## src/rtl/pe_act_broadcast_fsm_pkg.sv

```systemverilog
`default_nettype none
// ============================================================================
// Module   : pe_act_broadcast_fsm_pkg
// Purpose  : Shared widths and state encoding for the PE activation broadcast
//            block. Holds the default activation, local address and PE index
//            widths, the derived packet width, and the 2-bit FSM encoding.
// Ports    : none (package)
// Revision : 1.0 - initial release
// ============================================================================
package pe_act_broadcast_fsm_pkg;

  localparam int c_DATA_WIDTH   = 16;
  localparam int c_ACT_NO_WIDTH = 6;
  localparam int c_PE_IDX_WIDTH = 6;
  localparam int c_ADDR_WIDTH   = c_ACT_NO_WIDTH + c_PE_IDX_WIDTH;
  localparam int c_PKT_WIDTH    = c_ADDR_WIDTH + c_DATA_WIDTH;

  typedef enum logic [1:0] {
    ST_IDLE  = 2'd0,
    ST_SCAN  = 2'd1,
    ST_DRAIN = 2'd2
  } bcast_state_e;

  // Packet layout is {local_addr, pe_idx, value}; the upper two fields form
  // the absolute activation index seen by every PE.
  function automatic int pkt_width(input int act_no_w, input int pe_idx_w,
                                   input int data_w);
    return act_no_w + pe_idx_w + data_w;
  endfunction

endpackage : pe_act_broadcast_fsm_pkg
`default_nettype wire

```

## src/rtl/pe_act_broadcast_fsm_if.sv

```systemverilog
`default_nettype none
// ============================================================================
// Module   : pe_act_broadcast_fsm_if
// Purpose  : Valid/ready broadcast bus carrying {abs_idx, value} packets from
//            a PE's activation scanner to the activation queues of all PEs.
// Signals  : bcast_valid  packet valid (driven by master)
//            bcast_data   {abs_idx, value} (driven by master)
//            bcast_ready  network accepts when valid & ready (driven by slave)
// Note     : PKT_WIDTH must equal ACT_NO_WIDTH+PE_IDX_WIDTH+DATA_WIDTH of the
//            attached pe_act_broadcast_fsm.
// Revision : 1.0 - initial release
// ============================================================================
interface pe_act_broadcast_fsm_if
  import pe_act_broadcast_fsm_pkg::*;
#(
  parameter int PKT_WIDTH = c_PKT_WIDTH
) ();

  logic                 bcast_valid;
  logic [PKT_WIDTH-1:0] bcast_data;
  logic                 bcast_ready;

  modport master (
    output bcast_valid,
    output bcast_data,
    input  bcast_ready
  );

  modport slave (
    input  bcast_valid,
    input  bcast_data,
    output bcast_ready
  );

endinterface : pe_act_broadcast_fsm_if
`default_nettype wire

```

## src/rtl/pe_bcast_skid_buffer.sv

```systemverilog
`default_nettype none
// ============================================================================
// Module   : pe_bcast_skid_buffer
// Purpose  : 2-entry valid/ready buffer between the register-file read return
//            and the broadcast network. The head entry is a register that
//            drives the output directly, so out_data is stable while stalled.
// Ports    : clk, rst          clock, synchronous active-high reset
//            push, push_data   write one entry
//            pop               consume head (ignored when empty)
//            out_valid         head entry present
//            out_data          head entry contents
//            count             occupancy 0..2
// Revision : 1.0 - initial release
// ============================================================================
module pe_bcast_skid_buffer #(
  parameter int WIDTH = 28
) (
  input  logic             clk,
  input  logic             rst,
  input  logic             push,
  input  logic [WIDTH-1:0] push_data,
  input  logic             pop,
  output logic             out_valid,
  output logic [WIDTH-1:0] out_data,
  output logic [1:0]       count
);

  logic [WIDTH-1:0] r_head;
  logic [WIDTH-1:0] r_tail;
  logic [1:0]       r_count;
  logic             w_pop;

  assign w_pop     = pop && (r_count != 2'd0);
  assign out_valid = (r_count != 2'd0);
  assign out_data  = r_head;
  assign count     = r_count;

  always_ff @(posedge clk) begin
    if (rst) begin
      r_head  <= '0;
      r_tail  <= '0;
      r_count <= 2'd0;
    end else begin
      case ({push, w_pop})
        2'b10: begin
          if (r_count == 2'd0) begin
            r_head  <= push_data;
            r_count <= 2'd1;
          end else if (r_count == 2'd1) begin
            r_tail  <= push_data;
            r_count <= 2'd2;
          end
        end
        2'b01: begin
          r_head  <= r_tail;
          r_count <= r_count - 2'd1;
        end
        2'b11: begin
          // Occupancy unchanged; the new entry goes behind whatever remains.
          if (r_count == 2'd1) begin
            r_head <= push_data;
          end else begin
            r_head <= r_tail;
            r_tail <= push_data;
          end
        end
        default: begin
          r_count <= r_count;
        end
      endcase
    end
  end

  // The upstream credit scheme must never push into a full, stalled buffer.
  a_no_overflow: assert property (@(posedge clk) disable iff (rst)
    !(push && !w_pop && (r_count == 2'd2)));

endmodule : pe_bcast_skid_buffer
`default_nettype wire

```

## src/rtl/pe_act_broadcast_fsm.sv

```systemverilog
`default_nettype none
// ============================================================================
// Module   : pe_act_broadcast_fsm
// Purpose  : On a per-layer start pulse, scans this PE's slice of the input
//            activation register file, drops zero values and broadcasts each
//            nonzero value as {abs_idx, value} with abs_idx = {addr, PE_IDX}.
//            Pulses local_bcast_done once the whole slice has been sent.
// Ports    : clk, rst             clock, synchronous active-high reset
//            PE_IDX               static PE index
//            pe_start_broadcast   1-cycle layer start pulse
//            in_act_no            local activation count, sampled with start
//            act_rd_en/addr/data  register-file read port (1-cycle latency)
//            bcast                broadcast bus (master side)
//            local_bcast_done     1-cycle pulse when the slice is fully sent
//            busy                 high in any state other than IDLE
// Revision : 1.0 - initial release
// ============================================================================
module pe_act_broadcast_fsm
  import pe_act_broadcast_fsm_pkg::*;
#(
  parameter int DATA_WIDTH   = c_DATA_WIDTH,
  parameter int ACT_NO_WIDTH = c_ACT_NO_WIDTH,
  parameter int PE_IDX_WIDTH = c_PE_IDX_WIDTH
) (
  input  logic                    clk,
  input  logic                    rst,
  input  logic [PE_IDX_WIDTH-1:0] PE_IDX,
  input  logic                    pe_start_broadcast,
  input  logic [ACT_NO_WIDTH:0]   in_act_no,
  output logic                    act_rd_en,
  output logic [ACT_NO_WIDTH-1:0] act_rd_addr,
  input  logic [DATA_WIDTH-1:0]   act_rd_data,
  pe_act_broadcast_fsm_if.master  bcast,
  output logic                    local_bcast_done,
  output logic                    busy
);

  localparam int ADDR_WIDTH = ACT_NO_WIDTH + PE_IDX_WIDTH;
  localparam int PKT_WIDTH  = pkt_width(ACT_NO_WIDTH, PE_IDX_WIDTH, DATA_WIDTH);

  bcast_state_e            r_state;
  bcast_state_e            w_state_nxt;
  logic [ACT_NO_WIDTH:0]   r_act_no;
  logic [ACT_NO_WIDTH:0]   w_act_no_nxt;
  logic [ACT_NO_WIDTH:0]   r_rd_ptr;
  logic [ACT_NO_WIDTH:0]   w_rd_ptr_nxt;
  logic [ACT_NO_WIDTH:0]   w_rd_ptr_inc;
  logic                    r_inflight;
  logic [ACT_NO_WIDTH-1:0] r_rd_addr_d1;

  logic                    w_issue;
  logic                    w_done;
  logic                    w_credit_ok;
  logic                    w_push;
  logic                    w_pop;
  logic [PKT_WIDTH-1:0]    w_push_data;
  logic                    w_skid_valid;
  logic [PKT_WIDTH-1:0]    w_skid_data;
  logic [1:0]              w_skid_count;
  logic [ADDR_WIDTH-1:0]   w_abs_idx;

  // --------------------------------------------------------------------------
  // Read return path: zero activations are dropped without touching the
  // buffer. The index comes from the address that produced this data.
  // --------------------------------------------------------------------------
  assign w_abs_idx   = {r_rd_addr_d1, PE_IDX};
  assign w_push      = r_inflight && (act_rd_data != '0);
  assign w_push_data = {w_abs_idx, act_rd_data};
  assign w_pop       = w_skid_valid && bcast.bcast_ready;

  // Credit: the read issued now lands next cycle, so the in-flight read plus
  // the buffer contents left after this cycle's pop must leave a free slot.
  // Pop is only true with a non-empty buffer, so the subtraction cannot wrap.
  assign w_credit_ok = (({1'b0, r_inflight} + w_skid_count) - {1'b0, w_pop})
                       <= 2'd1;

  assign w_rd_ptr_inc = r_rd_ptr + {{ACT_NO_WIDTH{1'b0}}, 1'b1};

  // --------------------------------------------------------------------------
  // FSM next-state and control
  // --------------------------------------------------------------------------
  always_comb begin
    w_state_nxt  = r_state;
    w_act_no_nxt = r_act_no;
    w_rd_ptr_nxt = r_rd_ptr;
    w_issue      = 1'b0;
    w_done       = 1'b0;
    case (r_state)
      ST_IDLE: begin
        if (pe_start_broadcast) begin
          w_act_no_nxt = in_act_no;
          w_rd_ptr_nxt = '0;
          w_state_nxt  = (in_act_no == '0) ? ST_DRAIN : ST_SCAN;
        end
      end
      ST_SCAN: begin
        if (w_credit_ok) begin
          w_issue      = 1'b1;
          w_rd_ptr_nxt = w_rd_ptr_inc;
          // The pointer is one bit wider than the address, so a full count
          // of 2^ACT_NO_WIDTH compares equal here instead of wrapping.
          if (w_rd_ptr_inc == r_act_no) begin
            w_state_nxt = ST_DRAIN;
          end
        end
      end
      ST_DRAIN: begin
        if (!r_inflight && (w_skid_count == 2'd0)) begin
          w_done      = 1'b1;
          w_state_nxt = ST_IDLE;
        end
      end
      default: begin
        w_state_nxt = ST_IDLE;
      end
    endcase
  end

  // --------------------------------------------------------------------------
  // State and counters
  // --------------------------------------------------------------------------
  always_ff @(posedge clk) begin
    if (rst) begin
      r_state      <= ST_IDLE;
      r_act_no     <= '0;
      r_rd_ptr     <= '0;
      r_inflight   <= 1'b0;
      r_rd_addr_d1 <= '0;
    end else begin
      r_state    <= w_state_nxt;
      r_act_no   <= w_act_no_nxt;
      r_rd_ptr   <= w_rd_ptr_nxt;
      r_inflight <= w_issue;
      if (w_issue) begin
        r_rd_addr_d1 <= r_rd_ptr[ACT_NO_WIDTH-1:0];
      end
    end
  end

  pe_bcast_skid_buffer #(
    .WIDTH (PKT_WIDTH)
  ) u_skid (
    .clk       (clk),
    .rst       (rst),
    .push      (w_push),
    .push_data (w_push_data),
    .pop       (w_pop),
    .out_valid (w_skid_valid),
    .out_data  (w_skid_data),
    .count     (w_skid_count)
  );

  assign act_rd_en         = w_issue;
  assign act_rd_addr       = r_rd_ptr[ACT_NO_WIDTH-1:0];
  assign bcast.bcast_valid = w_skid_valid;
  assign bcast.bcast_data  = w_skid_data;
  assign local_bcast_done  = w_done;
  assign busy              = (r_state != ST_IDLE);

  // A start while busy is ignored by the FSM; flag it in simulation.
  a_no_start_while_busy: assert property (@(posedge clk) disable iff (rst)
    !(pe_start_broadcast && busy));

endmodule : pe_act_broadcast_fsm
`default_nettype wire

```

## src/flat_wrapper.sv

```systemverilog
// flat-port wrapper written by rule: the top's interface ports become plain ports
module pe_act_broadcast_fsm_flat import pe_act_broadcast_fsm_pkg::*;
#(
  parameter int DATA_WIDTH   = c_DATA_WIDTH,
  parameter int ACT_NO_WIDTH = c_ACT_NO_WIDTH,
  parameter int PE_IDX_WIDTH = c_PE_IDX_WIDTH
)
  (clk, rst, PE_IDX, pe_start_broadcast, in_act_no, act_rd_en, act_rd_addr, act_rd_data, local_bcast_done, busy, bcast_bcast_valid, bcast_bcast_data, bcast_bcast_ready);
  pe_act_broadcast_fsm_if #(.PKT_WIDTH(((6) + (6) + (16)))) bcast_i ();
  input  logic clk;
  input  logic rst;
  input  logic [PE_IDX_WIDTH-1:0] PE_IDX;
  input  logic pe_start_broadcast;
  input  logic [ACT_NO_WIDTH:0] in_act_no;
  output logic act_rd_en;
  output logic [ACT_NO_WIDTH-1:0] act_rd_addr;
  input  logic [DATA_WIDTH-1:0] act_rd_data;
  output logic local_bcast_done;
  output logic busy;
  output wire logic [$bits(bcast_i.bcast_valid)-1:0] bcast_bcast_valid;
  output wire logic [$bits(bcast_i.bcast_data)-1:0] bcast_bcast_data;
  input wire logic [$bits(bcast_i.bcast_ready)-1:0] bcast_bcast_ready;
  assign bcast_bcast_valid = bcast_i.bcast_valid;
  assign bcast_bcast_data = bcast_i.bcast_data;
  assign bcast_i.bcast_ready = bcast_bcast_ready;
  pe_act_broadcast_fsm #(.DATA_WIDTH(DATA_WIDTH), .ACT_NO_WIDTH(ACT_NO_WIDTH), .PE_IDX_WIDTH(PE_IDX_WIDTH)) u_core (.clk(clk), .rst(rst), .PE_IDX(PE_IDX), .pe_start_broadcast(pe_start_broadcast), .in_act_no(in_act_no), .act_rd_en(act_rd_en), .act_rd_addr(act_rd_addr), .act_rd_data(act_rd_data), .bcast(bcast_i), .local_bcast_done(local_bcast_done), .busy(busy));
endmodule
```

## config.mk

```make
export PLATFORM = sky130hd
export DESIGN_NAME = pe_act_broadcast_fsm_flat
export DESIGN_NICKNAME = d
export VERILOG_FILES = /design/src/rtl/pe_act_broadcast_fsm_pkg.sv /design/src/rtl/pe_act_broadcast_fsm_if.sv /design/src/rtl/pe_bcast_skid_buffer.sv /design/src/rtl/pe_act_broadcast_fsm.sv /design/src/flat_wrapper.sv
export SDC_FILE = /design/constraint.sdc
export NUM_CORES = 1
export LEC_CHECK = 0
export CORE_UTILIZATION = 56
export DETAILED_ROUTE_END_ITERATION = 6
export GPL_ROUTABILITY_DRIVEN = 0
export HOLD_SLACK_MARGIN = 0.1
export PLACE_DENSITY = 0.85
export SYNTH_ARGS = -nofsm -noshare
export SYNTH_HDL_FRONTEND = slang
export SYNTH_SLANG_ARGS = --single-unit
```

## constraint.sdc

```tcl
create_clock -name clk -period 4.7 [get_ports clk]
set_clock_uncertainty 0.15 [all_clocks]
set_input_delay 0.47 -clock clk [delete_from_list [all_inputs] [get_ports clk]]
set_output_delay 0.47 -clock clk [all_outputs]
set_load 0.01 [all_outputs]
```

Word level (Yosys, flattened, before mapping):

Cells that the tools add are included.

* div/mod/pow operators: 0
* bitwise operators: 0
* eq/ne operators: 15
* $mul: 0
* shifts and indexed selects: 0
* multiplexer cells: 22
* $add $sub $neg: 4
* magnitude comparators: 1
* reductions and logical operators: 21

Operator list (count)
* 28-bit 2-to-1 mux: 4
* 28-bit case mux with 3 select lines: 1
* 28-bit case mux with 2 select lines: 1
* 16-bit nonzero test: 1
* 2-bit 2-to-1 mux: 7
* 7-bit 2-to-1 mux: 2
* 7-bit case mux with 2 select lines: 1
* 2-bit nonzero test: 5
* 2-bit by 1-bit inequality test with 1-bit output (second input constant): 4
* 7-bit by 1-bit adder with 7-bit output (second input constant): 1
* 7-bit equality test: 1
* 7-bit logical NOT: 1
* 2-bit by 1-bit equality test with 1-bit output (second input constant): 3
* 2-bit equality test (second input constant): 3
* 2-bit inequality test (second input constant): 3
* 2-bit case mux with 3 select lines: 1
* 2-bit AND reduction: 3
* 3-bit AND reduction: 2
* 1-bit logical AND: 4
* 2-bit logical NOT: 2
* 1-bit 2-to-1 mux: 4
* 2-bit case mux with 2 select lines: 1
* 4-bit AND reduction: 1
* 3-bit by 2-bit inequality test with 1-bit output (second input constant): 1
* other kinds (6): 6

* latch bits: 0
* memory bits (writable): 0
* bits in registers: 81
* memories: 0
* logic and storage cells: 71
* input bits: 33
* output and inout port bits: 38
* memory bits (read-only): 0

Depth between registers and ports, before layout:

Gate-level depths: netlist of the first run.

* depth in word-level cells: 6
* mapped depth: 12
* gate-level depth less buffers: 10

Modules after synthesis:

Synthesis of the first run repeated with hierarchy kept, for this count alone.

* cell total of the unflattened synthesis: 453
* area total of the unflattened synthesis: 3841.2 µm²

Modules (own cells, without submodules)
* pe_bcast_skid_buffer: area an instance 2621.3 µm², cells an instance 319, times used 1
* pe_act_broadcast_fsm: area an instance 1219.9 µm², cells an instance 134, times used 1

Worst setup path before layout of the first run:

No wires, ideal clock.

* kind: register -> output
* from: register u_core.u_skid.r_count[1] (netlist: u_core.u_skid.count[1])
* to: output act_rd_en
* arrival time: 1.954 ns
* stages on the path, launching flop included: 10
* data required time: 4.080 ns
* path slack: 2.126 ns
* cells stage by stage: dfxtp_1 > inv_1 > ha_1 > nor2b_2 > ha_1 > and2b_1 > xor2_1 > nand2_1 > buf_2 > clkinv_1

* cells in the longest elaborated chain, start to end: 6
* elaborated cells on any way between the ends: 7
* classes of those cells: 2 x add/sub; 1 x order compare; 2 x mux; 2 x reduce/logical

Ends and longest elaborated chain
* start, declared: RTL line pe_bcast_skid_buffer.sv:30 `logic [1:0] r_count;`
* start signal, assigned: RTL line pe_bcast_skid_buffer.sv:56 `r_count <= r_count - 2'd1;`
* start signal, assigned: RTL line pe_bcast_skid_buffer.sv:68 `r_count <= r_count;`
* branches (longest 2 deep; another with 1-bit by 2-bit adder with 2-bit output)
* 2-bit by 1-bit subtractor with 2-bit output *: RTL line pe_act_broadcast_fsm.sv:74 `assign w_credit_ok = (({1'b0, r_inflight} + w_skid_count) - {1'b0, w_pop})`
* 2-bit by 1-bit <= comparator with 1-bit output *: RTL line pe_act_broadcast_fsm.sv:75 `<= 2'd1;`
* 1-bit 2-to-1 mux *: RTL line pe_act_broadcast_fsm.sv:97 `if (w_credit_ok) begin`
* 1-bit 2-to-1 mux *: RTL line pe_act_broadcast_fsm.sv:88 `case (r_state)`
* end, declared: RTL line flat_wrapper.sv:15 `output logic act_rd_en;`

Mark *: on every way between the ends.

Worst setup path in the final report of the first run:

Same ends and word-level chain as after synthesis.

==> reports/metrics.cfg, run 1 <==
[worst_setup_path]
slowest_delay_ps=570
cpMostUsedCell=ha_1
slowest_stage=clkdlybuf4s50_1
crit_chain=inv_1 -> ha_1 -> nor2b_2 -> ha_1 -> and2b_1 -> xor2_1 -> nand2_1 -> clkinv_1 -> clkdlybuf4s50_1
crit_path_end_kind=output port
start_kind=flip-flop
cp.required_ps=4080
crit_type=flip-flop to output port
worst-path-max-fanout=11
cp.arrival_ps=3190

[layout]
num-fill-cells=503
area_growth_pct=22.7
diodes=0
ff_latch_area_sq_um=1620
final_cells=537
nets=495
drive_gt1_share_pct=6.09
multi_input_area_sq_um=1820

[detailed_routing]
wl_met2_um=3920
route.detailed.drc=0
m1WireLength_um=3660
via_per_inst=5.82
drt_wl_total_um=8080
drt_first_iter_violations=358
drtAntennaViolNets=0
highest_layer=met4
firstDrtPassIters=5
vias=3128
met3_length_um=332
routedWlPerCell_um=15.0

[synth]
yosys_warnings=0
yosys.area.top_type=dfxtp_1
synth_top_area_share_pct=44.5
synth_most_common_cell=dfxtp_1
synthTopCellsByArea=dfxtp_1 (45%), mux2i_1 (9.9%), nor2_1 (7.6%), a211oi_1 (5.8%), a22oi_1 (5.8%)
ys_seq_area_share_pct=44.5
ys_ff_latch=81
synth_common_cells=dfxtp_1 (81), nor2_1 (74), mux2i_1 (36)
syn-num-nets=446
syn_area_sq_um=3640
ys_types=49
synthArstFlopShare_pct=0
netlist_instances=406
syn_avg_cell_area_sq_um=8.97
ys.flop_type=dfxtp_1
synth_edf_count=0

[timing]
clock.fmax_mhz=263
rsz0062_at_grt=false
slew_headroom_pct=29.2
setup_tns_ps=0
layout_worst_path_cycle_share_pct=81.0
finalSetupViolations=0
drv_slew=0
worst_pin_slew_ps=1060
finalCriticalPeriod_ps=3810
hold_violations=0

[placed_design]
dpl.cell_count=521
dp_hpwl_um=5320
port_buffers=70

[clocking]
clock_latency_ps=350
tritoncts=yes
cts-root-buf=clkbuf_8
post_cts_resize_count=0
cts.sinks=81
clockBufferDepth=2
cts_setup_buffers=0
clk_pin_slew_ps=80
hold_buffers=0
cts_buffers=9
cts_max_level=3

[power]
max-vdd-ir-drop_uv=320
cellPowerDensity_nw_per_um2=413
leakage_uw=0.00180

[worst_hold_path]
min_path_type=flip-flop to flip-flop

[floorplanning]
dieHeight_um=82.6
initial_core_util_pct=57.7
ios=71
rows=29
dieArea_sq_um=6830
design.core.area_sq_um=6310
die_x_um=82.6

[global_route]
grt_pass1_wl_um=13100
globalRoute.totalOverflow=0
grt_pass1_vias=2802
antenna_found_initial=0
grt_max_degree=82
grt_use_total_pct=25.1

[flow_run]
drv_cap=0

[run_status]
status=complete, no violations

layout by cell type (no fill, tap or decap), types with 3 or more instances in the layout:
master and count:
a211oi_1 28, o21ai_0 9, nand2b_1 3, a21oi_1 16
xor2_1 4, a22oi_1 28, xnor2_1 3, ha_1 7
and2_1 3, nor4_1 5, buf_4 3, dfxtp_1 81
clkdlybuf4s50_1 69, clkinvlp_4 3, clkbuf_8 10, mux2i_1 36
nor3_1 5, nor2_1 74, inv_1 7, nand2_1 22
a31oi_1 5
report_power, final:
group          leakage (uW)  switching (uW)  internal (uW)
sequential         0.000658            51.0            769
clock             0.0000855             266            211
combinational       0.00105             281            270
kinds of logic after synthesis:
| logic type | count (synthesis) | synth area share (%) |
|---|---|---|
| AOI/OAI and AO/OA | 96 | 18.1 |
| xor gates and xnor gates | 8 | 2.13 |
| adders and majority gates | 7 | 2.40 |
| buffers and inverters | 43 | 5.87 |
| DFF | 81 | 44.5 |
| muxes | 36 | 9.89 |
| and+or+nand+nor | 135 | 17.1 |
state kept, by name, summed over array words and instances, names as in the netlist:
register / flops
u_core.r_inflight: 1
u_core.r_rd_ptr: 7
u_core.r_act_no: 7
u_core.u_skid.r_tail: 28
u_core.u_skid.out_data: 28
u_core.r_rd_addr_d1: 6
u_core.r_state: 2
u_core.u_skid.count: 2
critical path, delay by kind of cell, from the launching register on:
kind	cells	cell delay, ps
buf+inv	3	910
flops	1	390
simple gates	3	760
xor+xnor	1	220
fa+ha+maj	2	560
final timing paths:
kind / from / end / slack, ps / depth (start not counted)
setup reg to reg: u_core.u_skid.count[1] / u_core.r_rd_ptr[6] / 1720 / 9
hold reg to reg: u_core.r_rd_addr_d1[5] / u_core.r_rd_addr_d1[5] / 340 / 2
hold / removal: u_core.r_rd_addr_d1[5] / u_core.r_rd_addr_d1[5] / 340 / 2
setup / recovery: u_core.u_skid.count[1] / act_rd_en / 890 / 9
metrics by stage:
step / util [%] / area [sq um] / power (uW) / setup slack [ps] / hold WS (ps)
after floorplan: - / 3640 / 1160 / 2130 / 299
after detailed placement: 67.9 / 4280 / 1380 / 1100 / 321
after global placement: 67.9 / 4280 / 1370 / 1160 / 317
after CTS: 70.8 / 4470 / 1850 / 894 / 336
final: 70.8 / 4470 / 1850 / 891 / 338
after global routing: 70.8 / 4470 / 1960 / 642 / 368
cell type report:
cell class | count | share of cell area [%]
Clock buffer | 10 | 3.08
Tap cell | 77 | 2.16
Timing Repair Buffer | 73 | 16.1
Clock inverter | 6 | 1.09
Sequential cell | 81 | 36.3
Inverter | 8 | 0.672
Multi-Input combinational cell | 282 | 40.7
metal layers:
metal,track usage [%],up-vias
li1,-,1543
met1,32.6,1475
met2,40.9,95
met3,3.96,15
met4,11.0,0
met5,0,-
Power figures use the tool's default switching activity.
==> inputs of run 2 (changes only) <==
--- a/config.mk
+++ b/config.mk
@@ -5,11 +5,11 @@
 export SDC_FILE = /design/constraint.sdc
 export NUM_CORES = 1
 export LEC_CHECK = 0
-export CORE_UTILIZATION = 56
+export CORE_UTILIZATION = 52
 export DETAILED_ROUTE_END_ITERATION = 6
 export GPL_ROUTABILITY_DRIVEN = 0
 export HOLD_SLACK_MARGIN = 0.1
-export PLACE_DENSITY = 0.85
+export PLACE_DENSITY = 0.8
 export SYNTH_ARGS = -nofsm -noshare
 export SYNTH_HDL_FRONTEND = slang
 export SYNTH_SLANG_ARGS = --single-unit
==> constraint.sdc (replaced) <==
create_clock -name clk -period 3.6 [get_ports clk]
set_clock_uncertainty 0.15 [all_clocks]
set_input_delay 0.36 -clock clk [delete_from_list [all_inputs] [get_ports clk]]
set_output_delay 0.36 -clock clk [all_outputs]
set_load 0.01 [all_outputs]
==> run 2 against run 1 <==
Compared with the run above:
- via count down 1.5%
- sequential cell count stayed put
- sequential share of layout area is 0.84 points lower
- cell area up 2.4%
- critical path depth did not move
- global-route usage fell by 1.6 points
==> reports/metrics.cfg, run 2 (synthesis gave the netlist of run 1 again) <==
[run_status]
status=complete, no violations

[worst_setup_path]
r2r_cells=10  ; +1
critPathCapture=act_rd_en
crit_type=flip-flop to output port
critical_path.startpoint=u_core.u_skid.count[0]
cp.arrival_ps=2850  ; -340 ps
crit_path_end_kind=output port
reg2reg_setup_slack_ps=750  ; -970 ps
cp.required_ps=3090  ; -990 ps
start_kind=flip-flop
worst-path-max-fanout=9  ; -2
r2r-start=u_core.u_skid.count[0]
reg2reg_to=u_core.r_rd_ptr[6]

[layout]
drive_gt1_share_pct=7.13  ; +1.0 points
final_common_cell=dfxtp_1
layout_common_cells=dfxtp_1 (81), nor2_1 (74), clkdlybuf4s50_1 (69)
nets=499  ; +0.81%
diodes=0  ; unchanged
area_growth_pct=25.7

[floorplanning]
rows=30  ; +3.4%
initial_core_util_pct=53.6  ; -4.1 points
design.core.area_sq_um=6790  ; +7.6%
dieHeight_um=85.7  ; +3.7%
ios=71  ; unchanged
die_x_um=85.7  ; +3.7%
dieArea_sq_um=7340  ; +7.5%

[detailed_routing]
firstDrtPassIters=4  ; -1
drtAntennaViolNets=0  ; unchanged
drt_first_iter_violations=237  ; -34%
vias=3082  ; -1.5%
via_per_inst=5.51  ; -5.3%
drt_wl_total_um=8300  ; +2.7%
routedWlPerCell_um=14.8  ; -1.3%
route.detailed.drc=0  ; unchanged

[timing]
worst_pin_slew_ps=1130  ; +68.4 ps
rsz0062_at_grt=false
setup_tns_ps=0  ; unchanged
slew_headroom_pct=24.7  ; -4.6 points
layout_worst_path_cycle_share_pct=93.3
clock.fmax_mhz=298
finalCriticalPeriod_ps=3360
hold_violations=0  ; unchanged
drv_slew=0  ; unchanged
finalSetupViolations=0  ; unchanged

[placed_design]
dp_hpwl_um=5510  ; +3.6%
port_buffers=70  ; unchanged

[clocking]
clk_pin_slew_ps=80  ; about the same
cts_buffers=9  ; unchanged
tritoncts=yes
clockBufferDepth=2  ; unchanged
cts_setup_buffers=0  ; unchanged
cts-root-buf=clkbuf_8
cts_max_level=3  ; unchanged
cts.sinks=81  ; unchanged
clock_latency_ps=340  ; about the same
hold_buffers=0  ; unchanged

[worst_hold_path]
worstHoldPathCells=2  ; unchanged
min_path_type=flip-flop to flip-flop

[global_route]
use_met2_pct=39.1  ; -1.8 points
grt_pass1_wl_um=13700  ; +5.0%
grt_max_degree=62  ; -24%
globalRoute.totalOverflow=0  ; unchanged
grt_use_total_pct=23.5  ; -1.6 points
busiest_layer=met2
met1_usage_pct=30.2  ; -2.4 points
grt.met3_usage_pct=5.39  ; +1.4 points
antenna_found_initial=0  ; unchanged
grt_pass1_vias=2875  ; +2.6%

[power]
max-vdd-ir-drop_uv=312  ; -2.5%
leakage_uw=0.00185  ; +2.8%
cellPowerDensity_nw_per_um2=552  ; +34%
finalPower_uw=2530  ; +37%

[flow_run]
drv_cap=0  ; unchanged

## run 2: changes by cell type in the layout (fill, tap and decap cells not counted), sizes merged
cell      previous run  this run
buf                  4         8
bufinv               0         2
clkbuf              10         9
clkinv               2         3
clkinvlp             3         1
inv                  9         8
## run 2: layer usage
| metal | part of all wire [%] | up-vias |
|---|---|---|
| li1 | - | 1541 |
| met3 | 4.3 | 10 |
| met1 | 44 | 1440 |
| met5 | 0 | - |
| met4 | 1.5 | 0 |
| met2 | 50 | 91 |
## run 2: cell type report
cell class / count / area, sq um
multi-input combinational: 282 / 1830
sequential: 81 / 1620
tap: 96 / 120
inverter: 8 / 33.8
clock inverter: 6 / 91.3
fill: 526 / 2220
clock buffer: 9 / 124
timing repair buffer: 77 / 761
## run 2: critical path: stages, from the launching register on
cell	delay, ps
dfxtp_1	380
inv_1	80
ha_2	250
nor2b_4	190
ha_1	250
and2b_1	230
xor2_1	250
nand2_1	150
clkinvlp_4	170
clkdlybuf4s50_1	550
## run 2: worst min-delay path by stage
| stage | startpoint | slack, ps | endpoint |
|---|---|---|---|
| final | u_core.r_rd_addr_d1[5] | 320 | u_core.r_rd_addr_d1[5] |
| after global placement | u_core.r_rd_addr_d1[5] | 310 | u_core.r_rd_addr_d1[5] |
| after CTS | u_core.r_rd_addr_d1[5] | 320 | u_core.r_rd_addr_d1[5] |
| after detailed placement | u_core.r_rd_addr_d1[5] | 310 | u_core.r_rd_addr_d1[5] |
| after global routing | u_core.r_rd_addr_d1[4] | 360 | u_core.r_rd_addr_d1[4] |
| after floorplan | u_core.r_rd_addr_d1[0] | 300 | u_core.r_rd_addr_d1[0] |
## run 2: metrics by stage
step | hold WS (ps) | cell area, sq um | cells | utilization [%] | worst slack (ps)
floorplan | 299 | 3640 | 406 | - | 1070
CTS | 323 | 4570 | 559 | 67.2 | 119
global placement | 315 | 4350 | 544 | 64.0 | 376
detailed placement | 313 | 4350 | 544 | 64.0 | 248
global route | 355 | 4580 | 559 | 67.4 | 59.5
finish | 322 | 4580 | 559 | 67.4 | 241
## run 2: power by group
part | switching, uW | internal, uW | leakage [uW]
Combinational | 376 | 363 | 0.00108
Sequential | 68.7 | 1000 | 0.000658
Clock | 324 | 390 | 0.000110
## run 2: repair_timing
action / CTS / global route
setup endpoints to repair: 0 / 1
gates resized for setup: 0 / 3
endpoints found under the hold margin: 0 / 0
